[config.mk]
export PLATFORM = sky130hd
export DESIGN_NAME = bcd_count_ctrl
export DESIGN_NICKNAME = d
export VERILOG_FILES = /design/src/rtl/bcd_count_ctrl.sv
export SDC_FILE = /design/constraint.sdc
export NUM_CORES = 1
export LEC_CHECK = 0
export CORE_MARGIN = 4
export CORE_UTILIZATION = 52
export DETAILED_ROUTE_END_ITERATION = 12
export HOLD_SLACK_MARGIN = 0.02
export PLACE_DENSITY = 0.78
export SLEW_MARGIN = 20
export SYNTH_ARGS = -nofsm -noshare
export SYNTH_HDL_FRONTEND = slang
export SYNTH_SLANG_ARGS = --single-unit
[constraint.sdc]
create_clock -name clk -period 2.8 [get_ports clk]
set_clock_uncertainty 0.15 [all_clocks]
set_input_delay 0.42 -clock clk [delete_from_list [all_inputs] [get_ports clk]]
set_output_delay 0.42 -clock clk [all_outputs]
set_load 0.05 [all_outputs]
[src/rtl/bcd_count_ctrl.sv]
// bcd_count_ctrl: run/pause/terminate controller for a 3-digit BCD counter
// Ports:
//    clk                      rising-edge clock
//    rst                      asynchronous active-low reset
//    start, stop, clear, load commands, priority clear > load > stop > start
//    load_val[11:0]           BCD preset {hundreds, tens, units}
//    dir                      0 counts up, 1 counts down
//    target[11:0]             BCD terminal value, same packing as load_val
//    units, tens, hundreds    registered BCD digits
//    busy                     high while counting (RUN)
//    done, wrap, load_err     one-cycle pulses: target reached, 999/000 crossing, bad preset
module bcd_count_ctrl #(
   parameter int TICK_DIV = 10
) (
   input  logic        clk,
   input  logic        rst,
   input  logic        start,
   input  logic        stop,
   input  logic        clear,
   input  logic        load,
   input  logic [11:0] load_val,
   input  logic        dir,
   input  logic [11:0] target,
   output logic [3:0]  units,
   output logic [3:0]  tens,
   output logic [3:0]  hundreds,
   output logic        busy,
   output logic        done,
   output logic        wrap,
   output logic        load_err
);
   typedef enum logic [1:0] {IDLE, RUN, PAUSE, DONE} state_t;
   localparam logic [9:0] LAST = 10'(TICK_DIV - 1);
   state_t state, state_n;
   logic [9:0] pre, pre_n;
   logic [11:0] cnt, cnt_n, stepped;
   logic done_n, wrap_n, err_n, run, tick, lv_ok, c_u, c_t, c_w;

   function automatic logic [3:0] nib(input logic [3:0] d, input logic dn);
      return dn ? (d == 4'd0 ? 4'd9 : d - 4'd1) : (d == 4'd9 ? 4'd0 : d + 4'd1);
   endfunction

   function automatic logic lim(input logic [3:0] d, input logic dn);
      return dn ? d == 4'd0 : d == 4'd9;
   endfunction

   assign {hundreds, tens, units} = cnt;
   assign busy = state == RUN;
   assign lv_ok = load_val[3:0] <= 4'd9 && load_val[7:4] <= 4'd9 && load_val[11:8] <= 4'd9;
   // carry/borrow ripples from units upward; a full ripple is the 999/000 crossing
   assign c_u = lim(cnt[3:0], dir);
   assign c_t = c_u && lim(cnt[7:4], dir);
   assign c_w = c_t && lim(cnt[11:8], dir);
   assign stepped = {c_t ? nib(cnt[11:8], dir) : cnt[11:8],
                     c_u ? nib(cnt[7:4], dir) : cnt[7:4],
                     nib(cnt[3:0], dir)};
   // counting continues in RUN unless clear or an acting stop; a load in RUN is ignored
   assign run = state == RUN && !clear && (load || !stop);
   assign tick = run && pre == LAST;

   always_comb begin
      state_n = state;
      pre_n = pre;
      cnt_n = cnt;
      done_n = 1'b0;
      wrap_n = 1'b0;
      err_n = 1'b0;
      if (clear) begin
         cnt_n = '0;
         pre_n = '0;
         state_n = IDLE;
      end else if (load) begin
         if (state != RUN) begin
            if (lv_ok) begin
               cnt_n = load_val;
               pre_n = '0;
               state_n = IDLE;
            end else err_n = 1'b1;
         end
      end else if (stop) begin
         if (state == RUN) state_n = PAUSE;
      end else if (start && state != RUN) begin
         state_n = RUN;
         if (state != PAUSE) pre_n = '0;
      end
      if (run) begin
         pre_n = tick ? 10'd0 : pre + 10'd1;
         if (tick) begin
            cnt_n = stepped;
            wrap_n = c_w;
            // stepped is always BCD, so a non-BCD target can never match
            if (stepped == target) begin
               state_n = DONE;
               done_n = 1'b1;
            end
         end
      end
   end

   always_ff @(posedge clk or negedge rst) begin
      if (!rst) begin
         state <= IDLE;
         pre <= '0;
         cnt <= '0;
         done <= 1'b0;
         wrap <= 1'b0;
         load_err <= 1'b0;
      end else begin
         state <= state_n;
         pre <= pre_n;
         cnt <= cnt_n;
         done <= done_n;
         wrap <= wrap_n;
         load_err <= err_n;
      end
   end
endmodule

=== Yosys cells after proc, flatten, opt, wreduce, memory -nomap -nowiden ===
Index checks and enable logic that the tools add are counted.

* Bits in registers: 27
* Input bits: 31
* Output and inout port bits: 16
* Word-level logic and storage cells: 92

* Add/sub/neg operators: 7
* Order comparisons: 3
* Equal/unequal tests: 11
* Mux-type cells: 48
* Reduce and logical (&&, ||, !) cells: 17

{| class="wikitable"
|+ Operator list
! operator !! number
|-
| $mux W10 || 9
|-
| $mux W12 || 6
|-
| $mux W4 || 11
|-
| $mux W2 || 10
|-
| $add A4 B1 Y4 const B || 3
|-
| $eq A12 B12 Y1 || 1
|-
| $eq A4 B4 Y1 const B || 3
|-
| $le A4 B4 Y1 const B || 3
|-
| $logic_not A4 Y1 || 3
|-
| $mux W1 || 12
|-
| $sub A4 B1 Y4 const B || 3
|-
| $add A10 B1 Y10 const B || 1
|-
| $eq A10 B4 Y1 const B || 1
|-
| $logic_and A1 B1 Y1 || 8
|-
| $ne A4 B2 Y1 const B || 2
|-
| $reduce_bool A4 Y1 || 2
|-
| $reduce_and A5 Y1 || 1
|-
| $ne A4 B1 Y1 const B || 1
|-
| $eq A2 B1 Y1 const B || 1
|-
| $logic_not A1 Y1 || 2
|-
| $ne A2 B1 Y1 const B || 1
|-
| $ne A2 B2 Y1 const B || 1
|-
| $logic_or A1 B1 Y1 || 1
|}

=== Longest topological paths before layout ===
* Word-level depth: 10
* Mapped depth: 10
* Mapped depth without buffers: 9

=== Worst setup path before layout ===
Ideal clock, no wire load.

* Kind: register to register
* Start point: register cnt[4]
* End point: register state[1]
* Setup time: 0.092 ns
* Arrival time: 2.639 ns
* Required time: 2.558 ns
* Slack: -0.081 ns
* Cell stages (with the launch flop): 11
* Path buffers: 1
* Period minus slack after synthesis: 2.881 ns
* Path through: dfrtp_1 buf_2 inv_1 ha_1 and4bb_2 o22ai_4 mux2_4 xnor2_1 nor3_1 nand4_1 o31ai_2

* Word-level cells in the longest chain between the ends: 8
* Elaborated cells between the ends (all ways): 15
* Those cells by class: add/sub: 2; eq/ne: 2; mux: 9; reduce/logical: 2

{| class="wikitable"
|+ RTL lines
! what !! RTL line !! source
|-
| from (decl) || 36 || <nowiki>logic [11:0] cnt, cnt_n, stepped;</nowiki>
|-
| from (signal assigned) || 111 || <nowiki>cnt <= cnt_n;</nowiki>
|-
| $add A4 B1 Y4 (tied with other cells) || 40 || <nowiki>return dn ? (d == 4'd0 ? 4'd9 : d - 4'd1) : (d == 4'd9 ? 4'd0 : d + 4'd1);</nowiki>
|-
| $mux W4 / $mux W1 (equally long branches) || 40, 44 ||
|-
| $mux W4 / $logic_and A1 B1 Y1 (equally long branches) || 40, 52 ||
|-
| $mux W4 (on tied branches) || 55, 54 ||
|-
| $eq A12 B12 Y1 (*) || 92 || <nowiki>if (stepped == target) begin</nowiki>
|-
| $mux W2 (*) || 92 ||
|-
| $mux W2 (*) || 88 || <nowiki>if (tick) begin</nowiki>
|-
| $mux W2 (*) || 86 || <nowiki>if (run) begin</nowiki>
|-
| net state_n[1] || 34 || <nowiki>state_t state, state_n;</nowiki>
|-
| to (signal assigned) || 109 || <nowiki>state <= state_n;</nowiki>
|-
| to (decl) || 34 ||
|}

Mark *: on every way through the listed nets, which the timed path passes. The rest lies on a longest branch.
A chain may end at the register's enable or synchronous reset.

=== Worst setup path after layout ===
* Start point: register cnt[9]
* End point: register state[1]

* Word-level cells in the longest chain between the ends: 8
* Elaborated cells between the ends (all ways): 12
* Those cells by class: add/sub: 2; eq/ne: 2; mux: 7; reduce/logical: 1

{| class="wikitable"
|+ RTL lines
! what !! RTL line !! source
|-
| $add A4 B1 Y4 (tied with other cells) || 40 ||
|-
| $mux W4 (2 in series) || 40 ||
|-
| $mux W4 (*) || 54 || <nowiki>assign stepped = {c_t ? nib(cnt[11:8], dir) : cnt[11:8],</nowiki>
|-
| $eq A12 B12 Y1 (*) || 92 ||
|-
| $mux W2 (*) || 92 ||
|-
| $mux W2 (*) || 88 ||
|-
| $mux W2 (*) || 86 ||
|-
| net state_n[1] || 34 ||
|}

Marked as above.

==> reports/metrics.cfg <==
[hold_path]
hold-path-endpoint = pre[9]
holdCritStartpoint = pre[9]
min_path_cells = 1
hp-class = flop to flop

[setup_path]
critPathRequiredTime_ns = 2.83
crit_cells = 9
r2r_setup_slack_ns = 0.17
cp-end-kind = flop
r2r-start = cnt[9]
crit_arrival_ns = 2.65
max_stage_delay_ns = 0.39
worst-path-buf-inv = 1
path_class = flop to flop
crit_path_cell_trace = inv_1 -> ha_1 -> or3b_1 -> a211oi_1 -> mux2i_1 -> xnor2_1 -> nor3_1 -> nand4_1 -> o31ai_2
cp_slowest_cell = dfrtp_1
r2r.worst_path.cells = 9
path_max_fanout = 6
cpLargestDelayFamily = simple AND/OR/NAND/NOR gates
startpoint_type = flop
timing.rr.end = state[1]

[floorplanning]
start_util_pct = 54.1
rows = 24
die_w_um = 75.6
core_region_area_um2 = 4380
die_area_um2 = 5710
io_pins = 47
die_y_um = 75.6

[clock_tree]
numCtsBuffers = 3
cts_tree = done
root_buffer = clkbuf_8
clockBufferDepth = 2
clkTransAtPathRegs_ns = 0.10
cts.sinks = 27
htree_num_levels = 1
worst_skew_pair.late_latency_ns = 0.27

[timing]
period_minus_slack_ns = 2.63
hold_slack_ns = 0.334
rsz0062_at_grt = no
final_max_slew_viol_count = 0
worst_slew_pin_slew_ns = 0.503
setup_viol = 0
fin_crit_sh_pct = 93.8
clock.fmax_ghz = 0.381
relSlewSlack_pct = 66.4
hold_viol_final = 0

[routing]
ant_nets = 0
drcViolationCount = 0
wl_met2_um = 2940
vias_per_cell = 6.00
wl_per_cell_um = 15.9
wl_met3_um = 345
drtIter0Drc = 157
firstDrtPassIters = 5
routed.top_layer = met4
vias = 2335
wirelength_um = 6180
m1WireLength_um = 2850

[synthesis]
synth_edf_count = 0
ys_types = 61
synth_warnings = 0
syn-num-nets = 318
syn_area_per_cell_um2 = 8.60
syn_inst = 276
ys_ff_latch = 27
async_flop_share_pct = 100
ys_seq_area_share_pct = 28.5
yosys_most_used_dff = dfrtp_1
syn-cell-area_um2 = 2370

[power]
power_density_nw_per_um2 = 314
total_leakage_power_nw = 1.30
vdd_drop_max_v = 0.000203

[place]
place_area_um2 = 3000
hpwl_um = 4650
place.gp.congestion = 0.903
portBuffers = 46

[finish]
design_area_um2 = 3080
ff_latch_area_um2 = 677
nNetsFinal = 380
multi_input_area_um2 = 1550
fill_cells = 341
final_common_cell = clkdlybuf4s50_1
drive_gt1_share_pct = 14.8
final_cell_mix = 45 x clkdlybuf4s50_1, 27 x o21ai_0, 27 x buf_4, 26 x dfrtp_1, 17 x nand2_1
diodes = 0
area_delta_synth_final_pct = 29.6

[global_routing]
overflow = 0
grt_usage_pct = 21.9
grt_pass1_vias = 2082
antenna_found_initial = 0
grt_max_degree = 28
grt_first_pass_wirelength_um = 9690

[run]
maxCapViolations = 0

[outcome]
status = finished, final reports clean

==> worst max-delay path by stage <==
stage / end / start / slack (ns)
2_1_floorplan: state[1] / cnt[5] / 0.04
3_3_place_gp: state[1] / dir / -0.06
3_5_place_dp: state[1] / dir / -0.13
4_1_cts: state[1] / dir / 0.14
5_1_grt: state[1] / cnt[9] / 0.02
6_report: state[1] / cnt[9] / 0.17
==> cells in the mapped netlist (2+ instances only) <==
cell type   n  area (um2)
buf_2       7        35.0
and2_1      2        12.5
and4bb_4    2        32.5
dfrtp_1    27         676
clkbuf_1    6        22.5
nand4_1     2        12.5
nand2b_1   11        68.8
a211oi_1    2        15.0
nor2b_1     6        37.5
o22ai_1    14        87.6
nand2_1    17        63.8
nor2_1     15        56.3
o21a_1      2        15.0
o31ai_1     2        15.0
o21ai_1     3        15.0
nor3_1      7        35.0
nor3b_1     3        22.5
buf_6       2        22.5
mux2i_1    15         150
xor2_1      9        78.8
nand4b_1    2        17.5
a211o_1     2        17.5
a21oi_1    11        55.1
nor4bb_1    2        20.0
nor4_1      2        12.5
or3b_1      2        17.5
nand3b_1    2        15.0
and3_1      8        50.1
xnor2_1     6        52.6
inv_2       2        7.51
ha_1       11         138
o21ai_0    27         135
buf_4       2        15.0
inv_1      13        48.8
nand3_1     3        15.0
and4bb_2    2        25.0
==> layout make-up <==
cell class | count | share of cell area (%)
clock inverter | 1 | 0.163
inverter | 15 | 1.83
sequential | 27 | 22.0
timing repair buffer | 74 | 22.3
tap | 52 | 2.11
multi-input combinational | 217 | 50.3
clock buffer | 3 | 1.34
==> logic make-up after synthesis <==
group                      count (synthesis)  synth area share (%)
xor gates and xnor gates                  15                  5.54
buffers and inverters                     32                  6.38
adders and majority gates                 11                  5.80
AOI/OAI and AO/OA                         78                  21.0
muxes                                     18                  8.38
and+or+nand+nor                           95                  24.5
DFF                                       27                  28.5
==> sequential cells by signal, indices dropped and copies added (netlist names) <==
signal and count:
cnt 12, done 1, load_err 1, pre 10, state 2, wrap 1
==> metrics by stage <==
stage          power (mW)  utilization (%)  worst slack, ns  instances  setup TNS [ns]
2_1_floorplan       0.606                -           0.0372        276               0
3_3_place_gp        0.736             68.4          -0.0610        381         -0.0676
3_5_place_dp        0.739             68.4           -0.134        381          -0.185
4_1_cts             0.962             69.4            0.144        385               0
5_1_grt              1.01             70.2           0.0190        389               0
6_report            0.965             70.2            0.174        389               0
==> power by group <==
| group | switching, mW | total, mW | internal, mW |
|---|---|---|---|
| sequential | 0.0164 | 0.415 | 0.399 |
| combinational | 0.166 | 0.323 | 0.158 |
| clock | 0.127 | 0.226 | 0.0998 |
| total | 0.309 | 0.965 | 0.656 |
==> worst reg2reg max path, stage by stage (launching register included) <==
cell      delay, ns
dfrtp_1        0.39
inv_1          0.13
ha_1           0.27
or3b_1         0.39
a211oi_1       0.24
mux2i_1        0.14
xnor2_1        0.17
nor3_1         0.20
nand4_1        0.16
o31ai_2        0.29
==> per-layer routing <==
metal  global-route usage (%)  vias up
met5                        0        -
met2                     37.3       89
li1                         -     1119
met3                     2.11        8
met1                     29.9     1119
met4                     5.24        0
==> what timing repair did <==
item                                   in CTS  in global routing
buffers inserted                            0                  4
endpoints found under the hold margin       0                  0
gates resized for setup                     0                  1
hold buffers                                0                  0
setup endpoints to repair                   0                  1
Note: power is estimated with default switching activity, not from simulation.
